## src/rtl/median_sort_pipe_if.sv

```systemverilog
// Handshake bundle for median_sort_pipe: input vector channel and sorted output channel.
// The slave modport is the sorter's view; master is the producer/consumer side.
interface median_sort_pipe_if #(
   parameter int WIDTH = 32,
   parameter int N     = 4
);
   logic               in_valid;
   logic               in_ready;
   logic [N*WIDTH-1:0] data_in;
   logic               out_valid;
   logic               out_ready;
   logic [N*WIDTH-1:0] sort_out;
   logic [WIDTH-1:0]   median_out;

   modport master (
      output in_valid, data_in, out_ready,
      input  in_ready, out_valid, sort_out, median_out
   );

   modport slave (
      input  in_valid, data_in, out_ready,
      output in_ready, out_valid, sort_out, median_out
   );
endinterface

```

## src/rtl/median_sort_pipe.sv

```systemverilog
// Pipelined Batcher odd-even merge sorter for N lanes, one register stage per comparator layer.
// The whole pipe advances together; a stalled output freezes every stage.
module median_sort_pipe #(
   parameter int WIDTH  = 32,
   parameter int N      = 4,
   parameter bit SIGNED = 1'b0
) (
   input  logic              clk,
   input  logic              rst,
   median_sort_pipe_if.slave bus
);

   localparam int LOG_N = (N == 8) ? 3 : (N == 4) ? 2 : 1;
   localparam int S     = LOG_N * (LOG_N + 1) / 2;

   if (!(N == 2 || N == 4 || N == 8)) begin : g_bad_n
      $error("median_sort_pipe: N must be 2, 4 or 8");
   end

   // Lane paired with `lane` in comparator layer `layer`; returns `lane` when it passes through.
   function automatic int partner(input int lanes, input int layer, input int lane);
      int p;
      p = lane;
      if (lanes == 2 || layer == 0) begin
         p = lane ^ 1;
      end else if (layer == 1) begin
         p = lane ^ 2;
      end else if (lanes == 4 || layer == 2) begin
         case (lane)
            1: p = 2;
            2: p = 1;
            5: p = 6;
            6: p = 5;
            default: p = lane;
         endcase
      end else if (layer == 3) begin
         p = lane ^ 4;
      end else if (layer == 4) begin
         case (lane)
            2: p = 4;
            4: p = 2;
            3: p = 5;
            5: p = 3;
            default: p = lane;
         endcase
      end else begin
         case (lane)
            1: p = 2;
            2: p = 1;
            3: p = 4;
            4: p = 3;
            5: p = 6;
            6: p = 5;
            default: p = lane;
         endcase
      end
      return p;
   endfunction

   logic [WIDTH-1:0] stage_q [S][N];
   logic [WIDTH-1:0] stage_d [S][N];
   logic [S-1:0]     valid_q;
   logic             advance;

   assign advance      = !valid_q[S-1] || bus.out_ready;
   assign bus.in_ready = advance;

   for (genvar s = 0; s < S; s++) begin : g_stage
      for (genvar k = 0; k < N; k++) begin : g_lane
         localparam int P  = partner(N, s, k);
         localparam int LO = (k < P) ? k : P;
         localparam int HI = (k < P) ? P : k;

         logic [WIDTH-1:0] a_lo;
         logic [WIDTH-1:0] a_hi;
         logic             keep;

         if (s == 0) begin : g_src_in
            assign a_lo = bus.data_in[LO*WIDTH +: WIDTH];
            assign a_hi = bus.data_in[HI*WIDTH +: WIDTH];
         end else begin : g_src_q
            assign a_lo = stage_q[s-1][LO];
            assign a_hi = stage_q[s-1][HI];
         end

         // Equal values keep their lanes, so ties never swap.
         if (SIGNED) begin : g_cmp_s
            assign keep = $signed(a_lo) <= $signed(a_hi);
         end else begin : g_cmp_u
            assign keep = a_lo <= a_hi;
         end

         assign stage_d[s][k] = (k == LO) ? (keep ? a_lo : a_hi)
                                          : (keep ? a_hi : a_lo);
      end
   end

   // NOTE: data registers are cleared on reset as well as the valid bits, so bubbles never
   // carry X downstream; all state updates use non-blocking assignment.
   always_ff @(posedge clk) begin
      if (rst) begin
         valid_q <= '0;
         for (int s = 0; s < S; s++) begin
            for (int k = 0; k < N; k++) begin
               stage_q[s][k] <= '0;
            end
         end
      end else if (advance) begin
         valid_q <= (valid_q << 1) | S'(bus.in_valid);
         stage_q <= stage_d;
      end
   end

   assign bus.out_valid = valid_q[S-1];
   for (genvar k = 0; k < N; k++) begin : g_out
      assign bus.sort_out[k*WIDTH +: WIDTH] = stage_q[S-1][k];
   end
   assign bus.median_out = stage_q[S-1][N/2-1];

endmodule

```

## src/flat_wrapper.sv

```systemverilog
// flat-port wrapper written by rule: the top's interface ports become plain ports
module median_sort_pipe_flat 
#(
   parameter int WIDTH  = 32,
   parameter int N      = 4,
   parameter bit SIGNED = 1'b0
)
  (clk, rst, bus_in_valid, bus_data_in, bus_out_ready, bus_in_ready, bus_out_valid, bus_sort_out, bus_median_out);
  median_sort_pipe_if #(.WIDTH(WIDTH), .N(N)) bus_i ();
  input  logic clk;
  input  logic rst;
  input wire logic [$bits(bus_i.in_valid)-1:0] bus_in_valid;
  input wire logic [$bits(bus_i.data_in)-1:0] bus_data_in;
  input wire logic [$bits(bus_i.out_ready)-1:0] bus_out_ready;
  output wire logic [$bits(bus_i.in_ready)-1:0] bus_in_ready;
  output wire logic [$bits(bus_i.out_valid)-1:0] bus_out_valid;
  output wire logic [$bits(bus_i.sort_out)-1:0] bus_sort_out;
  output wire logic [$bits(bus_i.median_out)-1:0] bus_median_out;
  assign bus_i.in_valid = bus_in_valid;
  assign bus_i.data_in = bus_data_in;
  assign bus_i.out_ready = bus_out_ready;
  assign bus_in_ready = bus_i.in_ready;
  assign bus_out_valid = bus_i.out_valid;
  assign bus_sort_out = bus_i.sort_out;
  assign bus_median_out = bus_i.median_out;
  median_sort_pipe #(.WIDTH(WIDTH), .N(N), .SIGNED(SIGNED)) u_core (.clk(clk), .rst(rst), .bus(bus_i));
endmodule
```

## config.mk

```make
export PLATFORM = sky130hd
export DESIGN_NAME = median_sort_pipe_flat
export DESIGN_NICKNAME = d
export VERILOG_FILES = /design/src/rtl/median_sort_pipe_if.sv /design/src/rtl/median_sort_pipe.sv /design/src/flat_wrapper.sv
export SDC_FILE = /design/constraint.sdc
export NUM_CORES = 1
export LEC_CHECK = 0
export BUFFER_PORTS_ARGS = -buffer_cell sky130_fd_sc_hd__buf_2
export CORE_MARGIN = 2
export CORE_UTILIZATION = 50
export CTS_CLUSTER_DIAMETER = 30
export DETAILED_ROUTE_END_ITERATION = 10
export MAX_ROUTING_LAYER = met4
export PLACE_DENSITY_LB_ADDON = 0.1
export SLEW_MARGIN = 20
export SYNTH_ARGS = -nofsm -noshare
export SYNTH_HDL_FRONTEND = slang
export SYNTH_SLANG_ARGS = --single-unit
```

## constraint.sdc

```tcl
create_clock -name clk -period 3.6 [get_ports clk]
set_clock_uncertainty 0.05 [all_clocks]
set_input_delay 0 -clock clk [delete_from_list [all_inputs] [get_ports clk]]
set_output_delay 0 -clock clk [all_outputs]
set_load 0.01 [all_outputs]
```

==> flow_summary_export.csv, run 1 <==
group,metric,value,unit
sta,slew_violations,0,
floorplanning,dieArea,0.04387,mm²
global_route,grt_pass1_wl,115800,µm
layout,area_growth_syn_to_layout,35.57,%
logic_synthesis,synth_cell_types,41,
power,p_per_area,699.7,mW/mm²
power,p_leak,12.61,nW
floorplanning,fp.dieW,209.5,µm
clock_network,cts.sink_count,387,
setup_path,crit_path_start,"bus_data_in[46]",
clock_network,clk_latency,0.65,ns
setup_path,cp.required,4.13,ns
floorplanning,rows,75,
sta,setup_viol,0,
sta,post-route-min-period,3.549,ns
clock_network,path_clk_slew,0.05,ns
setup_path,crit_chain,"dlygate4sd3_1, buf_2, inv_1, ha_1, nand4_1, nor4_1, buf_4, a21boi_1, a2111oi_0, buf_4, a2bb2oi_4, buf_12, nor3_1, a2111oi_1, dlygate4sd3_1",
routing,firstDrtPassIters,9,
power,p_int,0.01371,W
clock_network,tritoncts,"done",
routing,postRouteAntennaNets,0,
global_route,grt_max_degree,147,
setup_path,critPathSlowestCell,"dlygate4sd3_1",
floorplanning,core_area,0.04176,mm²
power,seqPwrFrac,29.6,%
routing,post_drt_wl_per_cell,19.99,µm
worst_hold_path,min_path_type,"input port to register",
layout,fin_nets,3424,
global_route,antenna_found_initial,3,
worst_hold_path,holdPathStages,4,
setup_path,rr_worst_depth,9,
global_route,grt_usage,34.62,%
clock_network,cts-root-buf,"clkbuf_16",
placed_design,place_ws,0.004990,ns
layout,drive_gt1_share,19.09,%
power,comb_power_share,23.5,%
layout,fin_util,68.52,%
power,ir_drop,0.4273,mV
sta,period_share,98.57,%
setup_path,crit_fanout,64,
setup_path,max_stage_delay,0.63,ns
logic_synthesis,synth_area,0.02111,mm²
sta,finalHoldViolCount,0,
routing,via_per_inst,5.876,
layout,fin_area,0.02861,mm²
routing,vias,22090,
routing,drcViolationCount,0,
power,switching_share,31.51,%
run_status,run_status,"completed",
power,power.share.clock,46.9,%
setup_path,reg2reg_from,"u_core.g_stage[1].g_lane[0].a_hi[24]",
floorplanning,initial_utilization,50.54,%
sta,fin_setup_tns,0,ns
layout,final_common_cell,"nor2_1",
logic_synthesis,syn-mean-instance-area,7.776,µm²
routing,drt_iter0_markers,1562,
clock_network,htree_levels,3,
worst_hold_path,min_from,"bus_data_in[4]",
setup_path,endpoint_kind,"register",
sta,fmax,281.8,MHz
clock_network,clockBufferDepth,3,
logic_synthesis,ys_seq_area_share,36.71,%
floorplanning,pin_count,294,
sta,fin_ws,0.05136,ns
global_route,overflow,0,
sta,maxSlewHeadroom,26.84,%
global_route,grt_pass1_vias,21610,
setup_path,crit_buf_inv,7,
power,p_switching,0.006307,W
logic_synthesis,ys_ff_latch,387,
setup_path,start_kind,"input port",
floorplanning,die_h,209.5,µm
placed_design,gp_congestion,0.9767,
placed_design,placed_area,0.02288,mm²
job,cap_violations,0,
sta,worst_pin_slew,1.070,ns
setup_path,crit_family,"buffers and inverters",
setup_path,critical_path_depth,15,
routing,routed_wl,75150,µm
logic_synthesis,yosysWarnings,0,
logic_synthesis,synth_nets,3006,
power,power.total,0.02002,W
setup_path,crit_type,"input port to register",
logic_synthesis,syn_inst,2714,
clock_network,cts_setup_buffers,0,
placed_design,io_buffers,293,
layout,layout_common_cells,"653 x nor2_1, 387 x dfxtp_1, 324 x nor3_1",
clock_network,cts_buffers,100,
setup_path,crit_arrival,4.08,ns
placed_design,place_hpwl,50060,µm
[cells by family (layout without fill, tap and decap cells)]
logic type,Yosys count,in the layout,share of synthesized area (%)
AND/OR/NAND/NOR,1219,1219,24.38
buffers and inverters,432,935,8.928
AO/OA/AOI/OAI,516,516,20.50
other,0,3,0
adder cells (fa/ha/maj),160,160,9.485
flip-flops,387,387,36.71
[stage by stage]
stage | cells | hold slack (ns)
floorplan | 2714 | 0.09045
global placement | 3360 | 0.2074
detailed placement | 3360 | 0.2203
CTS | 3756 | 0.1875
global route | 3759 | 0.2404
finish | 3759 | 0.2112
[state kept, by name, summed over array words and instances, names as in the netlist]
register / count
u_core.valid_q: 3
u_core.bus.median_out: 32
u_core.bus.sort_out: 96
u_core.g_stage.g_lane.a_lo: 96
u_core.g_stage.g_lane.a_hi: 160
[final timing paths]
path | end | slack [ns]
setup / recovery | u_core.g_stage[1].g_lane[0].a_lo[18] | 0.05
setup reg to reg | u_core.g_stage[2].g_lane[1].a_hi[29] | 0.13
hold / removal | u_core.g_stage[1].g_lane[0].a_lo[4] | 0.21
hold reg to reg | u_core.bus.sort_out[27] | 0.39
[final cells by class]
class / instances / area [µm²]
diodes: 3 / 7.507
clock buffers: 134 / 2843
clock inverters: 53 / 755.7
fillers: 3383 / 13150
inverters: 166 / 630.6
multi-input cells: 1895 / 11560
flip-flops and latches: 387 / 7747
well taps: 539 / 674.4
repair buffers: 582 / 4394
[power by group through the flow]
stage / registers, W / clock network [W] / logic (W)
2_1_floorplan: 0.00590 / 0 / 0.00293
3_3_place_gp: 0.00597 / 0 / 0.00430
3_5_place_dp: 0.00598 / 0 / 0.00441
4_1_cts: 0.00591 / 0.00947 / 0.00467
5_1_grt: 0.00599 / 0.00972 / 0.00524
6_report: 0.00592 / 0.00938 / 0.00471
[synthesized netlist by cell type (all sizes together)]
library cell,instances,area share (%)
a2111oi,323,15
o211ai,9,0.32
and4,1,0.042
nor3,326,7.8
or3,1,0.030
nor2b,8,0.24
a211oi,5,0.18
o221ai,2,0.083
inv,166,3.0
a21boi,3,0.11
nand2b,1,0.030
a21oi,137,3.2
a22oi,6,0.24
dfxtp,387,37
a221o,1,0.047
ha,160,9.5
or2,1,0.030
a2bb2oi,2,0.083
buf,91,2.9
o21ai,20,0.47
nand2,173,3.1
nand4,35,1.0
nand3,11,0.26
a21o,2,0.071
a211o,2,0.083
a2111o,1,0.053
clkbuf,175,3.1
nor4,9,0.27
o21a,2,0.071
a221oi,1,0.042
nor2,653,12
[per-layer routing]
layer	wire length, µm	share of wire, %	GRT usage (%)
met1	28800	38	37.35
met2	36890	49	58.62
met3	3494	4.6	4.324
met4	5967	7.9	25.95
met5	0	0	-
[tightest hold or removal path, stage by stage]
cell and delay (ns):
dlygate4sd3_1 0.53, buf_2 0.14, nor2_1 0.09, a2111oi_0 0.09
[repair_timing]
action                                 in CTS  in global routing
setup endpoints to repair                   0                 40
gates resized for setup                     0                  7
endpoints found under the hold margin     167                  0
hold buffers                              209                  0
(Power assumes the default switching activity.)
==> inputs of run 2 (changes only) <==
==> constraint.sdc (replaced) <==
create_clock -name clk -period 2.85 [get_ports clk]
set_clock_uncertainty 0.05 [all_clocks]
set_input_delay 0 -clock clk [delete_from_list [all_inputs] [get_ports clk]]
set_output_delay 0 -clock clk [all_outputs]
set_load 0.01 [all_outputs]
==> flow_summary_export.csv, run 2 (same netlist as run 1, synthesis figures left out) <==
group,metric,value,unit
run_status,run_status,"finished, violations left",
run_status,violations,"negative hold slack, negative setup slack",
sta,setup_viol,12,
clock_network,cts.sink_count,387,
global_route,overflow,0,
global_route,antenna_found_initial,3,
setup_path,worst_path_most_repeated_cell,"dlygate4sd3_1",
placed_design,place_hpwl,54850,µm
setup_path,crit_fanout,16,
placed_design,dp_cells,3489,
layout,drive_gt1_share,26.51,%
setup_path,rr_worst_depth,12,
sta,period_share,105.5,%
clock_network,clk_latency,0.65,ns
layout,final_common_cell,"nor2_1",
floorplanning,initial_utilization,50.54,%
layout,fin_nets,3569,
setup_path,endpoint_kind,"register",
sta,slew_violations,0,
layout,nFillCells,3130,
setup_path,crit_path_start,"bus_data_in[31]",
sta,grt_setup_unrepaired,"true",
setup_path,max_stage_delay,0.60,ns
routing,post_drt_wl_per_cell,21.64,µm
layout,largest_register_ffs,160,
setup_path,crit_family,"buffers and inverters",
routing,drt_iter0_markers,1939,
routing,vias,23360,
layout,fin_util,73.92,%
setup_path,start_kind,"input port",
setup_path,r2r_end,"u_core.g_stage[2].g_lane[3].a_hi[26]",
global_route,grt_pass1_vias,22440,
setup_path,r2r_slack,-0.01,ns
clock_network,clockBufferDepth,3,
setup_path,reg2reg_from,"u_core.g_stage[1].g_lane[1].a_hi[14]",
placed_design,io_buffers,293,
setup_path,critical_path_depth,11,
job,cap_violations,0,
setup_path,cp.required,3.39,ns
sta,hold_slack,-0.002841,ns
sta,fin_ws,-0.1579,ns
routing,via_per_inst,5.983,
setup_path,endpoint,"u_core.g_stage[1].g_lane[0].a_lo[0]",
setup_path,crit_arrival,3.54,ns
floorplanning,core_area,0.04176,mm²
global_route,grt_pass1_wl,121000,µm
floorplanning,pin_count,294,
worst_hold_path,min_path_type,"input port to register",
sta,fmax,332.5,MHz
global_route,grt_usage,36.29,%
routing,firstDrtPassIters,7,
routing,routed_wl,84500,µm
placed_design,gp_congestion,1.022,
layout,area_growth_syn_to_layout,46.25,%
setup_path,crit_buf_inv,6,
power,p_leak,13.77,nW
setup_path,crit_type,"input port to register",
power,ir_drop,0.6432,mV
setup_path,crit_chain,"dlygate4sd3_1, buf_2, ha_1, nand4_1, buf_4, o211ai_1, a2bb2oi_4, buf_12, clkbuf_16, a2111oi_1, dlygate4sd3_1",
clock_network,cts_buffers,100,
setup_path,critPathSlowestCell,"dlygate4sd3_1",
layout,layout_common_cells,"653 x nor2_1, 373 x dfxtp_1, 317 x nor3_1",
sta,maxSlewHeadroom,27.25,%
sta,finalHoldViolCount,1,
routing,drcViolationCount,0,
floorplanning,rows,75,
routing,postRouteAntennaNets,0,
sta,worst_pin_slew,1.091,ns
power,p_per_area,886.1,mW/mm²
sta,post-route-min-period,3.008,ns
clock_network,cts-root-buf,"clkbuf_16",
layout,final_cells,3904,
clock_network,tritoncts,"done",
global_route,grt_max_degree,130,
floorplanning,die_h,209.5,µm
floorplanning,dieArea,0.04387,mm²
floorplanning,fp.dieW,209.5,µm
clock_network,htree_levels,3,
clock_network,path_clk_slew,0.04,ns
-- run 2: cell count changes in the layout (fill, tap and decap cells not counted), moves of 39 or more --
cell,previous run,this run
a2111oi_2,57,119
a2111oi_1,60,103
buf_4,62,193
a2111oi_0,206,96
dlygate4sd3_1,209,170
-- run 2: final cells by class --
cell class                      instances  area (µm²)  area share [%]
Multi-Input combinational cell       1895       12240           39.67
Clock buffer                          129        2793           9.047
Timing Repair Buffer                  727        5981           19.38
Inverter                              166       630.6           2.043
Clock inverter                         57       764.5           2.477
Antenna cell                            4       10.01         0.03243
Tap cell                              539       674.4           2.185
Sequential cell                       387        7770           25.17
-- run 2: per-stage QoR --
stage          total power [W]  cell area (µm²)  setup slack [ns]  setup TNS, ns
6_report               0.02735            30870           -0.1579        -0.8358
5_1_grt                0.02844            30860           -0.2898         -5.903
4_1_cts                0.02575            29510         -0.002741      -0.002741
3_5_place_dp           0.01358            23980           -0.4769         -5.868
3_3_place_gp           0.01343            23970           -0.6608         -5.805
2_1_floorplan          0.01115            21110            0.3366              0
-- run 2: how the worst min path moves through the flow --
stage | startpoint | end | slack [ns] | depth (start not counted)
after floorplan | bus_in_valid | u_core.valid_q[0] | 0.09 | 2
after global placement | bus_in_valid | u_core.valid_q[0] | 0.20 | 3
after detailed placement | bus_in_valid | u_core.valid_q[0] | 0.22 | 3
after CTS | bus_data_in[59] | u_core.g_stage[1].g_lane[1].a_lo[27] | 0.19 | 4
after global routing | bus_data_in[4] | u_core.g_stage[1].g_lane[1].a_lo[4] | 0.03 | 4
final | bus_data_in[4] | u_core.g_stage[1].g_lane[1].a_lo[4] | -0.003 | 4
-- run 2: power by group --
part	internal, W	total (W)	leakage [nW]	switching (W)
clock	0.00817	0.0118	1.74	0.00363
combinational	0.00368	0.00819	8.82	0.00450
sequential	0.00651	0.00737	3.21	0.000860
total	0.0184	0.0274	13.8	0.00899
-- run 2: tightest hold or removal path, stage by stage --
cell            delay, ns
buf_2                0.12
nor3_1               0.18
a2111oi_1            0.07
dlymetal6s4s_1       0.25
-- run 2: timing repair --
item | in CTS | in global routing
pin swaps | 6 | 69
hold endpoints to repair | 191 | 3
gates resized for setup | 20 | 251
hold buffers | 186 | 3
gates cloned | 2 | 18
endpoints found under the setup margin | 64 | 218
buffers inserted | 2 | 21
-- run 2: routing by layer --
layer	global-route usage [%]	vias to the layer above	part of all wire (%)
met5	-	-	0
met4	27.12	0	8.1
met3	5.267	310	5.8
met2	61.61	984	49
met1	38.61	11210	37
li1	-	10860	-
